`src/rtl/video_modulator_chroma_pkg.sv`:
```
// rtl/video_modulator_chroma_pkg.sv - shared constants and quarter-wave sine table for the chroma path
package video_modulator_chroma_pkg;

    localparam int PHASE_W = 9;
    localparam int SIN_W   = 8;

    localparam logic [23:0]        NTSC_PHASE_INC = 24'd2402193;
    localparam logic [7:0]         BURST_AMP_DEF  = 8'd40;
    localparam logic [PHASE_W-1:0] QUARTER        = 9'd128;

    // round(100 * sin(i * pi / 256)) for i = 0..128 (first quadrant, inclusive of 90 deg)
    localparam logic [7:0] SIN_QTAB [0:128] = '{
        8'd0,   8'd1,   8'd2,   8'd4,   8'd5,   8'd6,   8'd7,   8'd9,
        8'd10,  8'd11,  8'd12,  8'd13,  8'd15,  8'd16,  8'd17,  8'd18,
        8'd20,  8'd21,  8'd22,  8'd23,  8'd24,  8'd25,  8'd27,  8'd28,
        8'd29,  8'd30,  8'd31,  8'd33,  8'd34,  8'd35,  8'd36,  8'd37,
        8'd38,  8'd39,  8'd41,  8'd42,  8'd43,  8'd44,  8'd45,  8'd46,
        8'd47,  8'd48,  8'd49,  8'd50,  8'd51,  8'd52,  8'd53,  8'd55,
        8'd56,  8'd57,  8'd58,  8'd59,  8'd60,  8'd61,  8'd62,  8'd62,
        8'd63,  8'd64,  8'd65,  8'd66,  8'd67,  8'd68,  8'd69,  8'd70,
        8'd71,
        8'd72,  8'd72,  8'd73,  8'd74,  8'd75,  8'd76,  8'd77,  8'd77,
        8'd78,  8'd79,  8'd80,  8'd80,  8'd81,  8'd82,  8'd82,  8'd83,
        8'd84,  8'd84,  8'd85,  8'd86,  8'd86,  8'd87,  8'd88,  8'd88,
        8'd89,  8'd89,  8'd90,  8'd90,  8'd91,  8'd91,  8'd92,  8'd92,
        8'd93,  8'd93,  8'd94,  8'd94,  8'd95,  8'd95,  8'd95,  8'd96,
        8'd96,  8'd96,  8'd97,  8'd97,  8'd97,  8'd98,  8'd98,  8'd98,
        8'd98,  8'd99,  8'd99,  8'd99,  8'd99,  8'd99,  8'd99,  8'd100,
        8'd100, 8'd100, 8'd100, 8'd100, 8'd100, 8'd100, 8'd100, 8'd100
    };

    // Quadrant folding: bit 7 mirrors the index, bit 8 negates the magnitude.
    function automatic logic signed [SIN_W-1:0] sin_lookup(input logic [PHASE_W-1:0] ph);
        logic [7:0]       qidx;
        logic [SIN_W-1:0] mag;
        qidx = ph[7] ? (8'd128 - {1'b0, ph[6:0]}) : {1'b0, ph[6:0]};
        mag  = SIN_QTAB[qidx];
        return ph[8] ? $signed(8'd0 - mag) : $signed(mag);
    endfunction

endpackage

```
`src/rtl/video_modulator_sinlut.sv`:
```
// rtl/video_modulator_sinlut.sv - registered 512-point signed sine lookup, no reset
module video_modulator_sinlut
    import video_modulator_chroma_pkg::*;
(
    input  logic                      clk,
    input  logic [PHASE_W-1:0]        phase,
    output logic signed [SIN_W-1:0]   value
);

    // Left unreset on purpose: the chroma valid pipeline masks anything stale.
    always_ff @(posedge clk) begin
        value <= sin_lookup(phase);
    end

endmodule

```
`src/rtl/video_modulator_chroma.sv`:
```
// rtl/video_modulator_chroma.sv - subcarrier NCO and quadrature chroma modulator with -U burst
module video_modulator_chroma
    import video_modulator_chroma_pkg::*;
#(
    parameter int               ACC_W     = 24,
    parameter logic [ACC_W-1:0] PHASE_INC = ACC_W'(NTSC_PHASE_INC),
    parameter logic [7:0]       BURST_AMP = BURST_AMP_DEF
) (
    input  logic              clk,
    input  logic              rst,
    input  logic              chroma_en,
    input  logic              burst_en,
    input  logic              active,
    input  logic signed [7:0] u_in,
    input  logic signed [7:0] v_in,
    output logic signed [7:0] chroma_out,
    output logic              chroma_valid
);

    logic [ACC_W-1:0]         acc;
    logic [PHASE_W-1:0]       ph_sin;
    logic [PHASE_W-1:0]       ph_cos;
    logic signed [SIN_W-1:0]  sin_v;
    logic signed [SIN_W-1:0]  cos_v;

    logic signed [7:0]        u_sel;
    logic signed [7:0]        v_sel;
    logic signed [7:0]        u1;
    logic signed [7:0]        v1;
    logic                     val1;
    logic                     act1;
    logic signed [15:0]       p_u;
    logic signed [15:0]       p_v;
    logic                     val2;
    logic                     act2;
    logic signed [16:0]       sum;
    logic signed [9:0]        shifted;
    logic signed [7:0]        sat;

    assign ph_sin = acc[ACC_W-1 -: PHASE_W];
    assign ph_cos = ph_sin + QUARTER;

    always_ff @(posedge clk) begin
        if (rst) begin
            acc <= '0;
        end else begin
            acc <= acc + PHASE_INC;
        end
    end

    video_modulator_sinlut u_sin (
        .clk   (clk),
        .phase (ph_sin),
        .value (sin_v)
    );

    video_modulator_sinlut u_cos (
        .clk   (clk),
        .phase (ph_cos),
        .value (cos_v)
    );

    // Burst sits on the -U axis and overrides active video.
    always_comb begin
        u_sel = '0;
        v_sel = '0;
        if (chroma_en) begin
            if (burst_en) begin
                u_sel = $signed(8'd0 - BURST_AMP);
            end else if (active) begin
                u_sel = u_in;
                v_sel = v_in;
            end
        end
    end

    assign sum     = {p_u[15], p_u} + {p_v[15], p_v};
    assign shifted = sum[16:7];

    always_comb begin
        sat = shifted[7:0];
        if (shifted > 10'sd127) begin
            sat = 8'sd127;
        end else if (shifted < -10'sd128) begin
            sat = -8'sd128;
        end
    end

    always_ff @(posedge clk) begin
        if (rst) begin
            u1           <= '0;
            v1           <= '0;
            val1         <= 1'b0;
            act1         <= 1'b0;
            p_u          <= '0;
            p_v          <= '0;
            val2         <= 1'b0;
            act2         <= 1'b0;
            chroma_out   <= '0;
            chroma_valid <= 1'b0;
        end else begin
            u1           <= u_sel;
            v1           <= v_sel;
            val1         <= chroma_en & (burst_en | active);
            act1         <= burst_en | active;
            p_u          <= u1 * sin_v;
            p_v          <= v1 * cos_v;
            val2         <= val1;
            act2         <= act1;
            chroma_out   <= val2 ? sat : 8'sd0;
            chroma_valid <= val2 | act2;
        end
    end

endmodule

```
`config.mk`:
```
export PLATFORM = sky130hd
export DESIGN_NAME = video_modulator_chroma
export DESIGN_NICKNAME = d
export VERILOG_FILES = /design/src/rtl/video_modulator_chroma_pkg.sv /design/src/rtl/video_modulator_sinlut.sv /design/src/rtl/video_modulator_chroma.sv
export SDC_FILE = /design/constraint.sdc
export NUM_CORES = 1
export LEC_CHECK = 0
export BUFFER_PORTS_ARGS = -buffer_cell sky130_fd_sc_hd__buf_4
export CORE_MARGIN = 1
export CORE_UTILIZATION = 43
export DETAILED_ROUTE_END_ITERATION = 10
export GPL_TIMING_DRIVEN = 0
export PLACE_DENSITY = 0.58
export SLEW_MARGIN = 40
export SYNTH_ARGS = -nofsm -noshare
export SYNTH_HDL_FRONTEND = slang
export SYNTH_SLANG_ARGS = --single-unit
```
`constraint.sdc`:
```
create_clock -name clk -period 8.4 [get_ports clk]
set_input_delay 1.68 -clock clk [delete_from_list [all_inputs] [get_ports clk]]
set_output_delay 1.68 -clock clk [all_outputs]
set_load 0.005 [all_outputs]
```
==> results of run 1 <==
==> per-layer routing <==
layer	global-route usage	share of wire	vias up
met3	0.01783	0.036	59
met4	0.07423	0.027	0
met2	0.3358	0.47	237
li1	-	-	4595
met1	0.2738	0.47	4334
met5	0	0	-
==> report_power, final <==
group	switching [mW]	total, mW	internal (mW)
logic	0.985	1.64	0.654
registers	0.112	0.688	0.575
clock network	0.188	0.430	0.242
total	1.29	2.76	1.47
==> worst max-delay path, delay by kind of cell, from the launching register on <==
kind / cells / cell delay [ns]
DFF: 1 / 0.76
muxes: 2 / 0.75
and+or+nand+nor: 2 / 0.37
adders and majority gates: 2 / 0.96
buffers and inverters: 5 / 1.64
AOI/OAI and AO/OA: 6 / 1.64
==> per-stage QoR <==
step	util	instance area (um^2)	hold WS, ns	total power [mW]
2_1_floorplan	-	11350	0.4114	1.941
3_3_place_gp	0.4614	11990	0.4250	2.316
3_5_place_dp	0.4614	11990	0.4290	2.329
4_1_cts	0.4731	12290	0.4541	2.771
5_1_grt	0.4734	12300	0.4980	3.025
6_report	0.4734	12300	0.4478	2.757
==> placed cells by master, fill, tap and decap left out, types with 6 or more instances in the layout <==
cell	instances
clkbuf_1	27
fa_1	110
o211ai_1	17
nor2_1	100
dfxtp_1	101
nand2_1	78
xor2_1	16
buf_4	29
o21ai_0	48
nor3_1	19
nand4_1	8
a21oi_1	58
o2111ai_1	6
nor2b_1	33
o22ai_1	6
ha_1	95
inv_1	198
o31ai_1	8
nand2b_1	12
buf_1	10
clkbuf_16	9
and3_1	8
a211oi_1	6
nand3_1	20
a31oi_1	21
and2_1	104
o21ai_1	13
a21o_1	18
buf_2	17
xnor2_1	60
==> flip-flops by register name, indices dropped and copies added, names as in the netlist <==
| signal | cells |
|---|---|
| acc | 24 |
| act1 | 1 |
| act2 | 1 |
| chroma_out | 8 |
| chroma_valid | 1 |
| p_u | 16 |
| p_v | 16 |
| u1 | 8 |
| u_cos.value | 8 |
| u_sin.value | 8 |
| v1 | 8 |
| val1 | 1 |
| val2 | 1 |
==> synth_stat cells, drive strengths merged, types with 4 or more instances <==
library cell,count,share of area
xor2,16,0.012
a211o,6,0.0047
nor2,100,0.033
nand2b,12,0.0066
o221ai,5,0.0039
a31oi,21,0.012
clkbuf,28,0.0093
fa,110,0.19
or3,5,0.0028
a221o,4,0.0035
ha,95,0.10
a211oi,8,0.0062
o311ai,5,0.0039
a31o,5,0.0039
nor2b,33,0.018
nand2,79,0.026
nor3,21,0.010
a21oi,58,0.026
a221oi,4,0.0031
buf,28,0.012
mux2,5,0.0050
o211ai,17,0.011
mux2i,4,0.0035
o2111ai,6,0.0046
o31ai,9,0.0064
nand4,8,0.0044
nand3,20,0.0088
o21ai,63,0.029
o41ai,5,0.0052
a41oi,4,0.0031
nor4,5,0.0028
a21boi,6,0.0040
o22ai,6,0.0033
dfxtp,101,0.18
and3,8,0.0044
inv,201,0.066
xnor2,63,0.051
and2,104,0.057
a21o,18,0.012
==> path summary, 6_finish.rpt <==
| path | start | to | slack [ns] | cells after the start |
|---|---|---|---|---|
| max | acc[15] | u_cos.value[7] | 2.10 | 17 |
| min | act2 | chroma_valid | 0.45 | 2 |
| max reg2reg | acc[15] | u_cos.value[7] | 2.10 | 17 |
| min reg2reg | act2 | chroma_valid | 0.45 | 2 |
==> layout make-up <==
cell class	count	share of cell area
clock buffers	10	0.01943
multi-input cells	989	0.6764
inverters	204	0.06266
plain buffers	56	0.01953
repair buffers	30	0.01811
clock inverters	5	0.005391
well taps	335	0.03408
flip-flops and latches	101	0.1644
==> logic make-up after synthesis <==
| group | Yosys count | synth area share |
|---|---|---|
| XOR/XNOR | 79 | 0.06293 |
| AO/OA/AOI/OAI | 284 | 0.1733 |
| AND/OR/NAND/NOR | 410 | 0.1867 |
| flip-flops | 101 | 0.1781 |
| adder cells (fa/ha/maj) | 206 | 0.2996 |
| buffers and inverters | 260 | 0.08895 |
| multiplexers | 10 | 0.01047 |
==> results by group, run 1 <==
Cells and area
  – Layout net count: 1,617
  – Share of layout cells above drive strength 1: 0.06810
  – Final Non-Filler Cells: 1,730
  – Fillcell total: 2,565
  – FF/Latch Area: 0.002022 mm^2
  – Footprint of the multi-input gates: 0.008320 mm^2
  – Area Overhead vs Synth: 8.354%
  – Inserted Diodes: 0

Setup path
  – CP Cell Sequence: clkinv_1, ha_1, clkbuf_1, inv_1, o21ai_1, inv_1, clkbuf_1, ha_1, mux2_2, mux4_2, nand4_1, o31ai_1, a2111oi_0, a211oi_1, a211oi_2, and4_1, a31oi_1
  – CP required: 8.61 ns
  – CP Launch Type: flop
  – CP max stage delay: 0.79 ns
  – Critical path class: reg2reg
  – CP arrival: 6.51 ns
  – CP max FO: 19
  – CP max stage cell: clkinv_1
  – Worst Setup End Kind: flop

Drt
  – DRC Markers: 0
  – Routed Antenna Nets: 0
  – Vias per cell: 5.332
  – Final WL: 26.07 mm
  – Drt pass-1 iters: 5
  – Mean routed wirelength per cell: 15.07 um
  – Routed vias: 9,225
  – Initial DRC Count: 516

Global routing
  – First-pass GRT wire length: 44.02 mm
  – GRT Total Usage: 0.2024
  – Initial antenna violation count: 0
  – Largest net degree at the start of global routing: 20
  – Number of global-route vias before repair: 9,068
  – Grt total ovfl: 0

STA
  – Fin. Hold Viols: 0
  – Measured slew at the worst slew-check pin: 0.8094 ns
  – Headroom to the max-slew limit: 0.4565
  – Min Tclk post-route: 6.300 ns
  – Worst setup margin: 2.100 ns
  – Period utilization: 0.7500
  – TNS Setup: 0 ns
  – Highest Clock Rate: 0.1587 GHz
  – Finish-stage setup viols: 0
  – Max Slew Vio Count: 0
  – Skew final: 0.006697 ns
  – RSZ-0062 raised after global routing: no

Floorplanning
  – Die Area: 0.02705 mm^2
  – Io pins: 30
  – Initial Util: 0.4369
  – Die width: 164.5 um
  – Row count: 59
  – Die height: 164.5 um
  – Core footprint: 0.02598 mm^2

Clock tree
  – # Post-CTS Setup Buffers: 0
  – Htree depth: 3
  – Cts repair resizes: 0
  – CTS Root Cell: clkbuf_16
  – Skew-Pair Late Insertion Delay: 0.35 ns
  – Cts hold-fix bufs: 0
  – CTS Sinks: 101
  – Clock Path Buffers: 2
  – Num CTS Buffers: 9
  – CTS tree: done
  – Reg clk slew, reported paths: 0.07 ns

Synthesis
  – Number of flops mapped to enable cells by yosys: 0
  – Seq/Total Area, Yosys: 0.1781
  – Number of synthesized register bits: 101
  – Synth Net Count: 1,576
  – Cell Area, Synth: 0.01135 mm^2
  – Netlist cell types: 90
  – Ys async rst share: 0
  – Syn_area_per_cell: 8.409 um^2
  – Top FF cell, synth: dfxtp_1
  – Yosys Warn Count: 0
  – Cell count after synthesis: 1,350

Run status
  – Status: complete, no violations

Flow run
  – MaxCap Viol Count: 0

Place
  – I/O Buffers: 29
  – Pre-CTS WS: 2.238 ns
  – RePlAce Congestion: 0.9078
  – Final HPWL DP: 20.82 mm
  – Placed insts: 1,714

Power
  – Static leakage: 5.660 nW
  – VDD IR max: 0.0001119 V
  – Pwr Density: 224.1 mW/mm^2

Hold path
  – Tightest Hold Check Type: reg2reg
No activity file was read; power rests on OpenSTA's default activity.
==> inputs of run 2 (changes only) <==
ABC_AREA = 1   (was unset)
clock period = 6.21 ns   (was 8.4 ns; I/O delays follow)
==> run 2 against run 1 <==
  * Non-clock buffer count increased by 9
  * Fmax increased by 28%
  * Clock power increased by 37%
  * Sequential cell count unchanged
  * Cell count increased by 20%
  * Worst hold slack got worse by 0.022 ns
  * Clock-buffer cell count increased by 1
  * First-iteration DRC count decreased by 24%
  * Register-to-register slack got worse by 0.81 ns
  * Utilization decreased by 0.11 points
  * Combinational power increased by 9%
  * Synthesized cell count increased by 25%
  * Critical endpoint is now p_u[15]
  * Largest power group unchanged
==> results by group, run 2 <==
Power
  – Pwr Density: 251.7 mW/mm^2
  – Static leakage: 7.213 nW
  – VDD IR max: 0.0001169 V

Clock tree
  – CTS tree: done
  – Clock Path Buffers: 2
  – CTS Root Cell: clkbuf_16
  – Cts repair resizes: 0
  – Cts hold-fix bufs: 0
  – CTS Sinks: 101
  – Skew-Pair Late Insertion Delay: 0.36 ns
  – Num CTS Buffers: 9
  – # Post-CTS Setup Buffers: 0
  – Htree depth: 3
  – Reg clk slew, reported paths: 0.07 ns

Setup path
  – Crit-path leading delay family: adder cells
  – FF-to-FF path depth: 21
  – CP Depth: 21
  – R2R Setup Slk: 1.29 ns
  – Critical Path End: p_u[15]
  – CP Cell Sequence: inv_1, or2_2, fa_1, fa_1, inv_1, fa_1, inv_1, fa_1, inv_1, ha_1, nand2_1, o21ai_0, inv_1, o21ai_0, nand3_1, nand2_1, a21o_1, a21oi_1, nand2_1, nand2_1, nor2_1
  – CP Launch Type: flop
  – Cell mode on critical path: inv_1
  – Worst Setup End Kind: flop
  – CP max stage cell: fa_1
  – RR Startpoint: u_sin.value[7]
  – CP required: 6.50 ns
  – Crit. Startpoint: u_sin.value[7]
  – CP max FO: 8
  – CP max stage delay: 0.54 ns
  – CP arrival: 5.21 ns
  – Reg2reg end: p_u[15]
  – Critical path class: reg2reg
  – Worst path bufs/invs: 5

Cells and area
  – Share of layout cells above drive strength 1: 0.09249
  – Fillcell total: 2,788
  – Largest registers: acc (24), p_u (16), p_v (16)
  – Footprint of the multi-input gates: 0.007805 mm^2
  – Area Overhead vs Synth: 8.088%
  – Number of flip-flops in the largest register: 24
  – FF/Latch Area: 0.002022 mm^2
  – Layout net count: 1,951
  – Most common cell after layout, fill and taps aside: nand2_1
  – Inserted Diodes: 0
  – Most frequent cells in the layout: 419 x nand2_1, 369 x inv_1, 118 x nand3_1
  – Top reg by flops: acc

Floorplanning
  – Io pins: 30
  – Row count: 60
  – Die height: 167.0 um
  – Die width: 167.0 um
  – Die Area: 0.02790 mm^2
  – Core footprint: 0.02680 mm^2
  – Initial Util: 0.4370

Place
  – Final HPWL DP: 20.98 mm
  – I/O Buffers: 28
  – Pre-CTS WS: 1.308 ns
  – RePlAce Congestion: 0.8794

Global routing
  – Number of global-route vias before repair: 9,643
  – First-pass GRT wire length: 44.86 mm
  – GRT Total Usage: 0.1948
  – Grt total ovfl: 0
  – Initial antenna violation count: 0
  – Largest net degree at the start of global routing: 20

Hold path
  – Tightest Hold Check Type: reg2reg

Synthesis
  – Top cells by count, synth: 419 x nand2_1, 369 x inv_1, 118 x nand3_1
  – Yosys top cell area share: 0.1880
  – Most frequent cell after synthesis: nand2_1
  – Yosys Warn Count: 0
  – Top FF cell, synth: dfxtp_1
  – Synth Net Count: 1,912
  – Biggest area consumer among synthesized cells: fa_1
  – Seq/Total Area, Yosys: 0.1726
  – Number of synthesized register bits: 101
  – Syn_area_per_cell: 6.946 um^2
  – Ys async rst share: 0
  – Netlist cell types: 49
  – Cell Area, Synth: 0.01171 mm^2
  – Area contributors post-synth: fa_1 19%, dfxtp_1 17%, nand2_1 13%, inv_1 12%, ha_1 10%
  – Cell count after synthesis: 1,686
  – Number of flops mapped to enable cells by yosys: 0

STA
  – TNS Setup: 0 ns
  – Highest Clock Rate: 0.2031 GHz
  – Fin. Hold Viols: 0
  – Skew final: 0.01285 ns
  – Period utilization: 0.7927
  – Finish-stage setup viols: 0
  – Measured slew at the worst slew-check pin: 0.6853 ns
  – Max Slew Vio Count: 0
  – Min Tclk post-route: 4.923 ns
  – Headroom to the max-slew limit: 0.5415
  – Worst setup margin: 1.287 ns
  – RSZ-0062 raised after global routing: no

Drt
  – Routed Antenna Nets: 0
  – Vias per cell: 4.825
  – Initial DRC Count: 394
  – Routed vias: 9,993
  – DRC Markers: 0
  – Final WL: 25.71 mm
  – Drt pass-1 iters: 5
  – Mean routed wirelength per cell: 12.41 um

Run status
  – Status: complete, no violations

Flow run
  – MaxCap Viol Count: 0
run 2: cell count changes in the layout (fill, tap and decap cells not counted), sizes merged, moves of 16 or more:
cell	change
and2	-103
a31oi	-17
a21o	-16
nor2	+20
a21oi	+27
xnor2	-48
nand3	+110
nand2	+370
nor2b	-33
inv	+179
run 2: cell families after synthesis:
logic type	count (synthesis)	share of synthesized area
compound gates	169	0.07874
xor+xnor	26	0.01944
fa+ha+maj	205	0.2895
buf+inv	450	0.1609
flops	101	0.1726
simple gates	735	0.2787
run 2: worst min-delay path by stage:
| stage | start | to | slack [ns] | depth (start not counted) |
|---|---|---|---|---|
| 2_1_floorplan | act1 | act2 | 0.39 | 2 |
| 3_3_place_gp | val1 | val2 | 0.42 | 2 |
| 3_5_place_dp | val1 | val2 | 0.43 | 2 |
| 4_1_cts | val1 | val2 | 0.44 | 2 |
| 5_1_grt | val1 | val2 | 0.45 | 2 |
| 6_report | act1 | act2 | 0.43 | 2 |
run 2: layer usage:
layer	routed length, um	up-vias	GRT usage
met2	12440	176	0.3396
met4	454	0	0.05233
met5	0	-	0
met1	12020	4630	0.2555
li1	-	5161	-
met3	802	26	0.01972
run 2: area by class of cell:
cell class / count / share of cell area
sequential: 101 / 0.1597
inverter: 383 / 0.1144
timing repair buffer: 28 / 0.01661
tap: 341 / 0.03371
clock buffer: 11 / 0.01918
clock inverter: 5 / 0.005239
multi-input combinational: 1135 / 0.6166
buffer: 67 / 0.03460
run 2: stage by stage:
stage                     total power [mW]  utilization  cells  instance area (um^2)  hold WS (ns)
after floorplan                      2.212            -   1686                 11710        0.3883
after global placement               2.598       0.4607   2055                 12350        0.4239
after detailed placement             2.614       0.4608   2055                 12350        0.4288
after CTS                            3.217       0.4723   2071                 12660        0.4441
after global routing                 3.518       0.4723   2071                 12660        0.4497
final                                3.186       0.4723   2071                 12660        0.4261
run 2: where the power goes:
group | internal (mW) | leakage, nW | switching (mW)
Combinational | 0.633 | 6.23 | 1.16
Sequential | 0.760 | 0.832 | 0.0456
Clock | 0.329 | 0.148 | 0.259
run 2: worst min-delay path, stage by stage (launching register included):
cell	delay, ns
dfxtp_1	0.31
inv_1	0.05
nor2_1	0.03
==> inputs of run 3 (changes only) <==
clock period = 4.88 ns   (was 6.21 ns; I/O delays follow)
==> run 3 against run 2 <==
  * Non-clock buffer count is 27 lower
  * Largest cell class unchanged
  * Total power rose by 27%
  * Worst hold slack is essentially flat
  * Critical endpoint is now p_v[14]
==> results by group, run 3 (synthesis gave the netlist of run 2 again) <==
Run status
  – Status: complete, no violations

Place
  – Placed insts: 2,055
  – RePlAce Congestion: 0.8794
  – Placed instance area: 0.01235 mm^2
  – Final HPWL DP: 20.98 mm
  – Pre-CTS WS: -0.02172 ns
  – I/O Buffers: 28

STA
  – Worst setup margin: 0.2958 ns
  – Min Tclk post-route: 4.584 ns
  – Worst-case hold slack: 0.4257 ns
  – Highest Clock Rate: 0.2181 GHz
  – RSZ-0062 raised after global routing: no
  – Skew final: 0.01294 ns
  – Finish-stage setup viols: 0
  – TNS Setup: 0 ns
  – Headroom to the max-slew limit: 0.5397
  – Fin. Hold Viols: 0
  – Max Slew Vio Count: 0
  – Measured slew at the worst slew-check pin: 0.6879 ns
  – Period utilization: 0.9394

Clock tree
  – Reg clk slew, reported paths: 0.07 ns
  – CTS Root Cell: clkbuf_16
  – Htree depth: 3
  – CTS tree: done
  – Num CTS Buffers: 9
  – CTS Sinks: 101
  – Clock Path Buffers: 2
  – Skew-Pair Late Insertion Delay: 0.36 ns

Cells and area
  – Number of flip-flops in the largest register: 24
  – Share of layout cells above drive strength 1: 0.1022
  – Finished Cell Area: 0.01260 mm^2
  – Inserted Diodes: 0
  – Layout net count: 1,924
  – Fillcell total: 2,791
  – Most frequent cells in the layout: 418 x nand2_1, 367 x inv_1, 118 x nand3_1
  – FF/Latch Area: 0.002031 mm^2
  – Largest registers: acc (24), p_u (16), p_v (16)
  – Footprint of the multi-input gates: 0.007835 mm^2
  – Most common cell after layout, fill and taps aside: nand2_1
  – Top reg by flops: acc
  – Final Non-Filler Cells: 2,044
  – Fin util: 0.4701
  – Area Overhead vs Synth: 7.586%

Floorplanning
  – Initial Util: 0.4370
  – Io pins: 30
  – Core footprint: 0.02680 mm^2
  – Die width: 167.0 um
  – Die height: 167.0 um
  – Row count: 60
  – Die Area: 0.02790 mm^2

Drt
  – DRC Markers: 0
  – Vias per cell: 4.852
  – Drt pass-1 iters: 5
  – Final WL: 25.68 mm
  – Routed vias: 9,918
  – Initial DRC Count: 429
  – Routed Antenna Nets: 0
  – Mean routed wirelength per cell: 12.56 um

Setup path
  – CP arrival: 4.87 ns
  – Worst Setup End Kind: flop
  – Critical path class: reg2reg
  – CP Launch Type: flop
  – CP required: 5.16 ns
  – CP max FO: 8

Global routing
  – Largest net degree at the start of global routing: 20
  – Initial antenna violation count: 0
  – Met1 global-route usage: 0.2555
  – Most Used Layer, Global Route: met2
  – GRT Total Usage: 0.1948
  – Grt total ovfl: 0
  – Met2 GRT Util: 0.3396
  – M3 GR Usage: 0.01972
  – First-pass GRT wire length: 44.86 mm
  – Number of global-route vias before repair: 9,646

Power
  – Tot Pwr: 4.036 mW
  – VDD IR max: 0.0001490 V
  – Pwr Density: 320.3 mW/mm^2
  – Static leakage: 7.186 nW

Flow run
  – MaxCap Viol Count: 0

Hold path
  – Tightest Hold Check Type: reg2reg
[run 3: final cells by class]
cell class                      count  area share
Multi-Input combinational cell   1135      0.6218
Sequential cell                   101      0.1612
Inverter                          383      0.1149
Tap cell                          341     0.03386
Buffer                             39     0.02642
Clock buffer                       11     0.01927
Timing Repair Buffer               29     0.01728
Clock inverter                      5    0.005263
[run 3: final timing paths]
path / from / end / slack [ns] / cells past startpoint
worst min register to register: act1 / act2 / 0.43 / 2
worst max-delay path: u_cos.value[7] / p_v[14] / 0.30 / 21
worst max register to register: u_cos.value[7] / p_v[14] / 0.30 / 21
worst min-delay path: act1 / act2 / 0.43 / 2
[run 3: what timing repair did]
| item | CTS | global route |
|---|---|---|
| hold buffers | 0 | 0 |
| pin swaps | 0 | 3 |
| setup endpoints to repair | 2 | 5 |
| setup buffers | 0 | 1 |
| resized for setup | 2 | 14 |
[run 3: per-layer routing]
metal	up-vias	part of all wire
met2	160	0.48
met4	0	0.017
met1	4630	0.47
met5	-	0
met3	24	0.030
li1	5104	-
[run 3: critical path: stages, from the launching register on]
cell,delay (ns)
dfxtp_2,0.37
inv_2,0.09
or2_2,0.30
fa_1,0.51
fa_1,0.56
inv_1,0.06
fa_1,0.53
inv_1,0.05
fa_1,0.53
inv_1,0.06
ha_4,0.28
o21ai_0,0.08
nand2_1,0.09
nand2_1,0.08
a21oi_2,0.14
o21ai_0,0.09
nand2_1,0.10
nand2_1,0.05
nand2_1,0.06
a21oi_1,0.07
or2_2,0.28
a21oi_2,0.12
[run 3: power breakdown]
part           switching [mW]  leakage (nW)  internal [mW]
Sequential              0.209         0.833          0.970
Clock                   0.329         0.148          0.418
Combinational            1.32          6.20          0.789
Total                    1.86          7.19           2.18
